**config.mk**
```make
export PLATFORM = sky130hd
export DESIGN_NAME = counter_wrap_monitor
export DESIGN_NICKNAME = d
export VERILOG_FILES = /design/src/rtl/counter_wrap_monitor.sv
export SDC_FILE = /design/constraint.sdc
export NUM_CORES = 1
export LEC_CHECK = 0
export CAP_MARGIN = 20
export CORE_ASPECT_RATIO = 1.4
export CORE_MARGIN = 2
export CORE_UTILIZATION = 45
export CTS_BUF_LIST = sky130_fd_sc_hd__clkbuf_8 sky130_fd_sc_hd__clkbuf_16
export DETAILED_ROUTE_END_ITERATION = 7
export HOLD_SLACK_MARGIN = 0.05
export PLACE_DENSITY = 0.72
export RECOVER_POWER = 25
export SYNTH_ARGS = -nofsm -noshare
export SYNTH_HDL_FRONTEND = slang
export SYNTH_SLANG_ARGS = --single-unit
```
**constraint.sdc**
```tcl
create_clock -name i_clk -period 3.3 [get_ports i_clk]
set_input_delay 0.66 -clock i_clk [delete_from_list [all_inputs] [get_ports i_clk]]
set_output_delay 0.66 -clock i_clk [all_outputs]
set_load 0.01 [all_outputs]
```
**src/rtl/counter_wrap_monitor.sv**
```systemverilog
// counter_wrap_monitor
// Observer that sits beside a 4-bit loadable up-counter. It predicts every
// 1111->0000 wrap from the counter's own LOAD/EN/Q taps, keeps a running wrap
// count, times the distance between consecutive wraps and offers each period
// to a consumer over a VALID/READY handshake. The counter's own carry-out is
// sticky, so it cannot be used to see anything after the first wrap.

module counter_wrap_monitor #(
   parameter int W = 8,
   parameter int P = 12
) (
   input  logic         i_clk,
   input  logic         i_mr,
   input  logic         i_load,
   input  logic         i_en,
   input  logic [3:0]   i_q,
   input  logic         i_ready,
   output logic [W-1:0] o_wraps,
   output logic [P-1:0] o_period,
   output logic         o_psat,
   output logic         o_valid,
   output logic         o_overrun,
   output logic         o_armed
);

   typedef enum logic {
      ST_IDLE  = 1'b0,
      ST_ARMED = 1'b1
   } state_t;

   // Saturation ceiling for the period counter, held one bit wider so that
   // cnt+1 can be compared against it without overflowing.
   localparam logic [P:0] SAT_WIDE = {1'b0, {P{1'b1}}};

   state_t         r_state;
   state_t         w_stateNext;
   logic [P-1:0]   r_cnt;
   logic [P-1:0]   w_cntNext;
   logic [W-1:0]   r_wraps;
   logic [P-1:0]   r_period;
   logic           r_psat;
   logic           r_valid;
   logic           r_overrun;

   logic           w_wrapEvt;
   logic [P:0]     w_cntInc;
   logic           w_cntAtSat;
   logic [P-1:0]   w_cntSat;
   logic           w_capture;
   logic           w_handshake;

   // The counter wraps on exactly the edges where it is counting (not loading)
   // and already sits at its terminal value, so this mirrors its own next step.
   assign w_wrapEvt   = i_load & i_en & (i_q == 4'hF);

   // One-bit-wider increment lets a counter already pinned at the ceiling
   // still report "at or past saturation".
   assign w_cntInc    = {1'b0, r_cnt} + {{P{1'b0}}, 1'b1};
   assign w_cntAtSat  = (w_cntInc >= SAT_WIDE);
   assign w_cntSat    = w_cntAtSat ? SAT_WIDE[P-1:0] : w_cntInc[P-1:0];

   assign w_handshake = r_valid & i_ready;

   // Next-state and period-counter logic. A preset while armed abandons the
   // measurement in progress; a wrap while armed closes one and starts the next.
   always_comb begin
      w_stateNext = r_state;
      w_cntNext   = r_cnt;
      w_capture   = 1'b0;
      unique case (r_state)
         ST_IDLE: begin
            w_cntNext = '0;
            if (w_wrapEvt) begin
               w_stateNext = ST_ARMED;
            end
         end
         ST_ARMED: begin
            if (!i_load) begin
               w_stateNext = ST_IDLE;
               w_cntNext   = '0;
            end else if (w_wrapEvt) begin
               w_capture   = 1'b1;
               w_cntNext   = '0;
            end else begin
               w_cntNext   = w_cntSat;
            end
         end
         default: begin
            w_stateNext = ST_IDLE;
            w_cntNext   = '0;
         end
      endcase
   end

   // State and period-counter registers; MR overrides everything.
   always_ff @(posedge i_clk) begin
      if (i_mr) begin
         r_state <= ST_IDLE;
         r_cnt   <= '0;
      end else begin
         r_state <= w_stateNext;
         r_cnt   <= w_cntNext;
      end
   end

   // Running wrap count, free to roll over silently.
   always_ff @(posedge i_clk) begin
      if (i_mr) begin
         r_wraps <= '0;
      end else if (w_wrapEvt) begin
         r_wraps <= r_wraps + {{(W-1){1'b0}}, 1'b1};
      end
   end

   // Single-entry holding register. A new measurement is taken whenever the
   // slot is empty or is being drained on this same edge; otherwise it is lost
   // and the loss is remembered until the next MR.
   always_ff @(posedge i_clk) begin
      if (i_mr) begin
         r_period  <= '0;
         r_psat    <= 1'b0;
         r_valid   <= 1'b0;
         r_overrun <= 1'b0;
      end else if (w_capture) begin
         if (!r_valid || i_ready) begin
            r_period <= w_cntSat;
            r_psat   <= w_cntAtSat;
            r_valid  <= 1'b1;
         end else begin
            r_overrun <= 1'b1;
         end
      end else if (w_handshake) begin
         r_valid <= 1'b0;
      end
   end

   assign o_wraps   = r_wraps;
   assign o_period  = r_period;
   assign o_psat    = r_psat;
   assign o_valid   = r_valid;
   assign o_overrun = r_overrun;
   assign o_armed   = (r_state == ST_ARMED);

endmodule

```
Yosys cells after proc, flatten, opt, wreduce, memory -nomap -nowiden
Index checks and enable logic that the tools add are counted.

storage, ports and cells
  input bits = 9
  memory bits (read-only) = 0
  memories kept = 0
  latch bits = 0
  RAM bits = 0
  register bits after elaboration = 36

cells by class
  eq/ne operators = 2
  add/subtract/negate cells = 2
  div/mod/pow operators = 0
  reduce and logical (&&, ||, !) cells = 6
  bitwise operators = 5
  shifts and indexed selects = 0
  order comparisons = 1
  muxes and demuxes = 12
  multipliers = 0

operators with widths
  kind                                                                      count
  12-bit two-way mux                                                        3
  12-bit case mux with 2 select lines                                       1
  12-bit by 1-bit adder with 13-bit output (second input constant)          1
  13-bit by 12-bit >= comparator with 1-bit output (second input constant)  1
  8-bit by 1-bit adder with 8-bit output (second input constant)            1
  1-bit two-way mux                                                         7
  2-bit AND reduction                                                       3
  4-bit equality test (second input constant)                               1
  1-bit AND                                                                 3
  2-bit by 1-bit != test with 1-bit output (second input constant)          1
  1-bit NOT                                                                 2
  1-bit case mux with 2 select lines                                        1
  2-bit nonzero test                                                        1
  1-bit zero test                                                           1
  1-bit logical OR                                                          1

Longest topological paths before layout
Gate-level depths: netlist of the first run.

  word-level depth = 7
  gate-level depth with buffers = 7
  gate-level depth less buffers = 7

Worst setup path after synthesis of the first run
OpenSTA, ideal clock, no wires.

  kind = input to register
  start point = input port i_q[2]
  end point = register r_period[10] (netlist: o_period[10])
  setup slack = 1,534 ps
  stages = 6
  path buffers = 1
  arrival = 1,638 ps
  library setup time = 128 ps
  data required time = 3,172 ps
  cell sequence = nand4_1 > nor2_1 > and3_1 > clkbuf_1 > mux2i_1 > nor2_1

between the ends
  longest elaborated chain between the ends = 6

ends and longest elaborated chain
  element                        line  source
  start, declared                16    input logic [3:0] i_q,
  4-bit equality test            54    assign w_wrapEvt = i_load & i_en & (i_q == 4'hF);
  1-bit AND                      54
  1-bit two-way mux              81    end else if (w_wrapEvt) begin
  1-bit two-way mux              78    if (!i_load) begin
  1-bit two-way mux              70    unique case (r_state)
  2-bit AND reduction (no line)  --
  end signal, assigned           126   r_period <= w_cntSat;
  end, declared                  40    logic [P-1:0] r_period;

Every way passes these cells.
A chain may end at the register's enable or synchronous reset.

Worst setup path in the final report of the first run
  start point = input port i_q[1]
  end point = register r_period[7] (netlist: o_period[7])

Same word-level chain as after synthesis.

==> qor.csv, run 1 <==
metric;value;unit
status;complete, no violations;
drv_slew;0;
fill_cells;272;
antenna_left;0;
leakage;0.753;nW
synth_adder_area_share;0.0241;
critical_path.max_fanout;12;
clkPwrFrac;0.449;
nets;223;
ys_ff_latch;36;
endpoint_kind;register;
start_util;0.466;
synth_edf_count;0;
grt.total_usage;0.192;
muxShareOfSynthArea;0.0337;
rsz0062_at_grt;false;
synth_top_family_by_area;simple AND/OR/NAND/NOR gates;
power;0.822;mW
internal_power;0.666;mW
power.share.sequential;0.530;
maxCapViolations;0;
vias_per_cell;5.23;
core;3350;um2
cts-buffers-inserted;5;
dr.pass1.iters;4;
max-vdd-ir-drop;0.417;mV
synth_nets;187;
cts_repair_resize_count;0;
grt_pass1_wl;5550;um
synth_compound_area_frac;0.100;
die_w;53.7;um
yosys.area_share.simple;0.271;
syn2layout_area_growth;30.4;%
portBuffers;32;
cp-start-kind;input port;
overflow;0;
num_rows;25;
wl_per_cell;13.4;um
hold_buffers;0;
p_sw;0.155;mW
synth.most_common_cell;nor2_1;
die_h;73.6;um
finalCriticalPeriod;2.58;ns
grt_pass1_vias;1311;
switching_share;0.189;
slew_headroom;0.696;
hold_viol;0;
clkTransAtPathRegs;0.07;ns
io_pins;33;
cts_root_buffer;clkbuf_8;
worst_hold_path_type;register to register;
synth.cell_area;1560;um2
yosysTopAreaCellShare;0.462;
hpwlAfterDp;2460;um
dp_cells;244;
clock_latency;0.28;ns
synthTopCellsByArea;dfxtp_1 (46%), nor2_1 (9.9%), xor2_1 (5.6%);
path_class;input port to register;
synth_top_area_cell;dfxtp_1;
async_flop_share;0;
fp.dieArea;3960;um2
p_per_area;404;nW/um2
grt_max_degree;26;
cts.sinks;36;
synth-xor-area-share;0.0843;
tritoncts;yes;
remaining_drc_errors;0;
htreeDepth;2;
cts_setup_buffers;0;
drtIter0Drc;8;
synth_area_per_cell;8.91;um2
n_antenna_cell;0;
fmax;388;MHz
antenna_found_initial;0;
fin_crit_sh;0.781;
routed_wl;3370;um
yosysSeqAreaShare;0.462;
combPwrFrac;0.022;
setup_viol;0;
finalClockSkew;0.00259;ns
tightest_slew;0.455;ns
arrival;2.77;ns
synth_cell_types;32;
vias;1317;
synth_common_cells;nor2_1 (41), dfxtp_1 (36), nand2_1 (11);
ys_warn_count;0;
synth-main-ff-cell;dfxtp_1;
finalSetupTns;0;ns
gp_congestion;0.711;
cts_buffer_depth;2;
layout-drive-gt1-share;0.0802;
required;3.50;ns
stdcell_count;252;
syn_inst;175;
==> critical path, cell delays in order <==
cell and delay, ns:
dlygate4sd3_1 0.55, nand4_1 0.11, nor2_1 0.10, clkbuf_1 0.38, and3_1 0.46, buf_4 0.25
nor2_1 0.06, a211oi_1 0.22
==> cells in the final DEF (no fill, tap or decap) <==
cell / count
mux2_2: 2
nor3_4: 1
clkdlybuf4s50_1: 27
a31oi_1: 4
clkinv_2: 1
clkbuf_8: 5
xnor2_1: 5
a211oi_1: 10
o21bai_1: 2
nor4b_1: 1
o21ba_2: 1
nand2_1: 11
nand2b_1: 2
o22ai_1: 1
and3_1: 3
or3_1: 2
o21ai_0: 2
or2_4: 1
nor4_2: 1
and4b_1: 1
inv_1: 5
clkbuf_1: 1
dfxtp_1: 36
ha_1: 3
dlygate4sd3_1: 5
nand4_1: 6
nor3_1: 3
nand4_4: 1
bufinv_16: 1
nor2_1: 41
mux2i_1: 3
nor2b_1: 3
nand3_1: 5
a21oi_1: 3
buf_4: 2
xor2_1: 10
nand3_2: 1
==> area by class of cell <==
| cell class | count | area [um2] | area share |
|---|---|---|---|
| multi-input combinational | 129 | 801 | 0.394 |
| sequential | 36 | 721 | 0.354 |
| timing repair buffer | 35 | 339 | 0.167 |
| clock buffer | 5 | 68.8 | 0.0338 |
| tap | 40 | 50.0 | 0.0246 |
| clock inverter | 3 | 38.8 | 0.0191 |
| inverter | 4 | 15.0 | 0.00738 |
==> power groups by stage <==
stage          clock network (mW)  registers [mW]  logic (mW)
6_report                    0.369           0.435      0.0180
4_1_cts                     0.376           0.435      0.0185
3_5_place_dp                    0           0.445      0.0185
5_1_grt                     0.390           0.435      0.0197
2_1_floorplan                   0           0.445     0.00538
3_3_place_gp                    0           0.445      0.0179
==> cells by family after synthesis <==
group / count (synthesis)
compound gates: 23
mux: 5
xor+xnor: 15
buf+inv: 10
fa+ha+maj: 3
simple gates: 83
flops: 36
==> routing by layer <==
metal / vias up / global-route usage / share of wire
li1: 674 / - / -
met2: 24 / 0.329 / 0.51
met1: 614 / 0.208 / 0.42
met3: 5 / 0.0549 / 0.050
met4: 0 / 0.0940 / 0.021
met5: - / 0 / 0
==> stage by stage <==
step           instance area, um2  utilization  worst slack (ns)  hold slack [ns]
3_3_place_gp                 1930        0.576             0.857            0.488
4_1_cts                      2040        0.609              1.05            0.507
5_1_grt                      2030        0.607             0.571            0.517
2_1_floorplan                1560            -              1.53            0.490
3_5_place_dp                 1930        0.576             0.745            0.493
6_report                     2030        0.607             0.722            0.498
==> state kept, by name, indices dropped and copies added, names as in the netlist <==
| name | count |
|---|---|
| o_wraps | 8 |
| o_period | 12 |
| o_armed | 1 |
| o_valid | 1 |
| o_psat | 1 |
| r_cnt | 12 |
| o_overrun | 1 |
==> worst paths after layout <==
kind	start	to	slack (ns)	depth (start not counted)
hold / removal	o_period[10]	o_period[10]	0.50	2
setup reg to reg	r_cnt[0]	o_psat	1.42	6
hold reg to reg	o_period[10]	o_period[10]	0.50	2
setup / recovery	i_q[1]	o_period[7]	0.72	8
(Power assumes the default switching activity.)
==> run 2: changes to the inputs <==
==> constraint.sdc (replaced) <==
create_clock -name i_clk -period 2.51 [get_ports i_clk]
set_input_delay 0.502 -clock i_clk [delete_from_list [all_inputs] [get_ports i_clk]]
set_output_delay 0.502 -clock i_clk [all_outputs]
set_load 0.01 [all_outputs]
==> qor.csv, run 2 (same netlist as run 1, synthesis figures left out) <==
metric;value;unit
die_h;73.6;um
min_to;o_period[6];
drtIter0Drc;28;
fp.dieArea;3960;um2
hold_slack;0.498;ns
dp_cells;245;
cts_root_buffer;clkbuf_8;
hold_viol;0;
arrival;2.24;ns
maxCapViolations;0;
antenna_left;0;
fin_crit_sh;0.817;
power;1.09;mW
finalClockSkew;0.00601;ns
syn2layout_area_growth;30.9;%
rsz0062_at_grt;false;
finalSetupTns;0;ns
cts_repair_resize_count;0;
finalCriticalPeriod;2.05;ns
stdcell_count;253;
grt_pass1_vias;1286;
hold_depth;2;
endpoint_kind;register;
place_ws;0.411;ns
tritoncts;yes;
cts.sinks;36;
cts-buffers-inserted;5;
portBuffers;32;
grt.total_usage;0.201;
p_per_area;535;nW/um2
worstHoldStart;o_period[6];
critical_path.max_fanout;6;
dr.pass1.iters;4;
hold_buffers;0;
r2r-end;o_psat;
core;3350;um2
slew_headroom;0.696;
max-vdd-ir-drop;0.431;mV
routed_wl;3450;um
hpwlAfterDp;2520;um
num_rows;25;
remaining_drc_errors;0;
fill_cells;294;
overflow;0;
grt_pass1_wl;5710;um
leakage;0.762;nW
cts_setup_buffers;0;
drv_slew;0;
start_util;0.466;
status;complete, no violations;
fmax;487;MHz
antenna_found_initial;0;
die_w;53.7;um
rr_worst_depth;6;
io_pins;33;
worstReg2RegStart;r_cnt[0];
vias;1320;
n_antenna_cell;0;
setup_viol;0;
layout-drive-gt1-share;0.0845;
cts_buffer_depth;2;
vias_per_cell;5.22;
setup_slack;0.458;ns
worst_hold_path_type;register to register;
path_class;register to register;
wl_per_cell;13.6;um
nets;224;
clock_latency;0.29;ns
tightest_slew;0.457;ns
clkTransAtPathRegs;0.07;ns
gp_congestion;0.737;
rrSetupSlack;0.46;ns
htreeDepth;2;
layout_commonest_cell;nor2_1;
cp-start-kind;register;
final_cell_mix;nor2_1 (41), dfxtp_1 (36), clkdlybuf4s50_1 (26);
required;2.70;ns
grt_max_degree;25;
run 2: where the power goes:
group / total [mW] / switching [mW] / internal [mW] / leakage [nW]
clock network: 0.497 / 0.206 / 0.291 / 0.0593
registers: 0.572 / 0.000558 / 0.571 / 0.290
logic: 0.0235 / 0.00943 / 0.0140 / 0.412
total: 1.09 / 0.216 / 0.876 / 0.762
run 2: worst max-delay path, stage by stage (launching register included):
cell and delay [ns]:
dfxtp_1 0.43, ha_1 0.29, xor2_1 0.19, o21ai_0 0.14, nor4b_1 0.34, nand3_1 0.26
a211oi_1 0.30
run 2: worst max path at each step:
stage	slack [ns]	depth (start not counted)	end	startpoint
after detailed placement	0.41	6	r_cnt[0]	i_load
after global placement	0.44	6	r_cnt[0]	i_load
after floorplan	0.88	6	o_period[6]	r_cnt[0]
final	0.46	6	o_psat	r_cnt[0]
after CTS	0.47	6	o_psat	r_cnt[0]
after global routing	0.20	6	o_psat	r_cnt[0]
run 2: cell type report:
type / count / area (um2) / share of cell area
clock inverters: 3 / 38.8 / 0.0190
clock buffers: 5 / 68.8 / 0.0337
inverters: 4 / 15.0 / 0.00736
flip-flops and latches: 36 / 721 / 0.353
multi-input cells: 129 / 801 / 0.392
repair buffers: 36 / 347 / 0.170
well taps: 40 / 50.0 / 0.0245
run 2: stage by stage:
stage / utilization / instance area [um2]
after floorplan: - / 1560
after global placement: 0.579 / 1940
after detailed placement: 0.579 / 1940
after CTS: 0.611 / 2040
after global routing: 0.610 / 2040
final: 0.610 / 2040
run 2: layer usage:
layer	wire, um	GRT usage	vias up
met4	81	0.120	0
met2	1850	0.339	30
met3	123	0.0508	9
met5	0	0	-
li1	-	-	669
met1	1390	0.219	612
==> run 3: changes to the inputs <==
==> constraint.sdc (replaced) <==
create_clock -name i_clk -period 1.91 [get_ports i_clk]
set_input_delay 0.382 -clock i_clk [delete_from_list [all_inputs] [get_ports i_clk]]
set_output_delay 0.382 -clock i_clk [all_outputs]
set_load 0.01 [all_outputs]
==> qor.csv, run 3 (same netlist as run 1, synthesis figures left out) <==
metric;value;unit
cts_root_buffer;clkbuf_8;
htreeDepth;2;
cts_buffer_depth;2;
crit_path_max_incr_delay;0.39;ns
crit_buf_inv;1;
cts.sinks;36;
overflow;0;
required;2.12;ns
hpwlAfterDp;2520;um
hold_depth;2;
internal_power;1.06;mW
slew_headroom;0.720;
power;1.33;mW
clkTransAtPathRegs;0.07;ns
die_w;53.7;um
fin_util;0.627;
fill_cells;273;
crit_family;simple AND/OR/NAND/NOR gates;
rsz0062_at_grt;false;
combPwrFrac;0.025;
hold_viol;0;
nets;227;
maxCapViolations;0;
cts-buffers-inserted;5;
start_util;0.466;
tightest_slew;0.420;ns
tritoncts;yes;
arrival;2.01;ns
endpoint_kind;register;
grt_pass1_vias;1335;
vias;1368;
worstReg2RegStart;r_cnt[0];
status;complete, no violations;
routed_wl;3520;um
rrSetupSlack;0.10;ns
cts_setup_buffers;0;
io_pins;33;
fin_crit_sh;0.945;
finalCriticalPeriod;1.81;ns
portBuffers;32;
core;3350;um2
layout_commonest_cell;nor2_1;
critical_path.max_fanout;5;
min_to;o_period[7];
path_cells;inv_1, ha_4, nor2_2, o21ai_1, nor4b_1, nand3_1, a211oi_2;
leakage;0.780;nW
remaining_drc_errors;0;
layout-drive-gt1-share;0.130;
grt_max_degree;25;
drtIter0Drc;28;
stdcell_count;256;
path_class;register to register;
die_h;73.6;um
dr.pass1.iters;4;
clkPwrFrac;0.412;
max-vdd-ir-drop;0.532;mV
clock_latency;0.28;ns
vias_per_cell;5.34;
worst_hold_path_type;register to register;
slowest_stage;dfxtp_4;
setup_viol;0;
cp-start-kind;register;
wl_per_cell;13.8;um
gp_congestion;0.729;
p_per_area;635;nW/um2
drv_slew;0;
num_rows;25;
final_cell_mix;nor2_1 (40), dfxtp_1 (34), clkdlybuf4s50_1 (23);
fmax;554;MHz
grt_pass1_wl;5550;um
r2r-end;o_psat;
grt.total_usage;0.191;
dp_cells;248;
worstHoldStart;o_period[7];
antenna_found_initial;0;
switching_share;0.207;
antenna_left;0;
finalClockSkew;0.00626;ns
p_sw;0.276;mW
rr_worst_depth;7;
hold_buffers;0;
fp.dieArea;3960;um2
n_antenna_cell;0;
syn2layout_area_growth;34.6;%
power.share.sequential;0.562;
==> run 3: cell count changes in the layout (fill, tap and decap cells not counted), sizes merged <==
cell / previous run / this run
clkinv: 1 / 0
clkdlybuf4s50: 26 / 23
clkinvlp: 0 / 1
dlygate4sd3: 6 / 9
buf: 3 / 7
bufinv: 1 / 0
==> run 3: metrics by stage <==
step | setup TNS, ns | worst slack, ns | hold WS, ns | instance area (um2)
after detailed placement | -0.288 | -0.0619 | 0.495 | 1960
after global routing | 0 | 0.0000711 | 0.516 | 2100
final | 0 | 0.105 | 0.499 | 2100
after floorplan | 0 | 0.278 | 0.455 | 1560
after global placement | 0 | 0.0405 | 0.483 | 1960
after CTS | 0 | 0.0877 | 0.503 | 2050
==> run 3: worst max path at each step <==
stage	startpoint	endpoint	depth (start not counted)
floorplan	r_cnt[0]	o_period[6]	6
global placement	i_q[2]	o_period[10]	7
detailed placement	i_q[1]	o_period[2]	7
CTS	r_cnt[0]	o_period[6]	6
global route	r_cnt[3]	o_psat	5
finish	r_cnt[0]	o_psat	7
==> run 3: cell type report <==
class	instances	area, um2	share of cell area
Sequential cell	36	726	0.346
Inverter	4	15.0	0.00716
Tap cell	40	50.0	0.0239
Multi-Input combinational cell	129	841	0.401
Timing Repair Buffer	39	373	0.178
Clock inverter	2	11.3	0.00537
Clock buffer	6	82.6	0.0394
==> run 3: layer usage <==
metal  part of all wire  track usage  up-vias
met2               0.53        0.340       27
met5                  0            0        -
met1               0.41        0.201      655
li1                   -            -      679
met4              0.018       0.0769        0
met3              0.042       0.0589        7
==> run 3: repair_timing <==
item	in CTS	in global routing
resized for setup	0	10
endpoints found under the hold margin	0	0
endpoints found under the setup margin	0	7
==> run 3: worst min-delay path: stages, from the launching register on <==
cell and delay, ns:
dfxtp_1 0.31, nor2_1 0.09, a211oi_1 0.05
==> run 3: power by group through the flow <==
stage | logic, mW | registers (mW) | clock network [mW]
CTS | 0.0337 | 0.751 | 0.557
global route | 0.0365 | 0.750 | 0.591
floorplan | 0.00930 | 0.769 | 0
finish | 0.0335 | 0.750 | 0.550
global placement | 0.0328 | 0.769 | 0
detailed placement | 0.0336 | 0.769 | 0
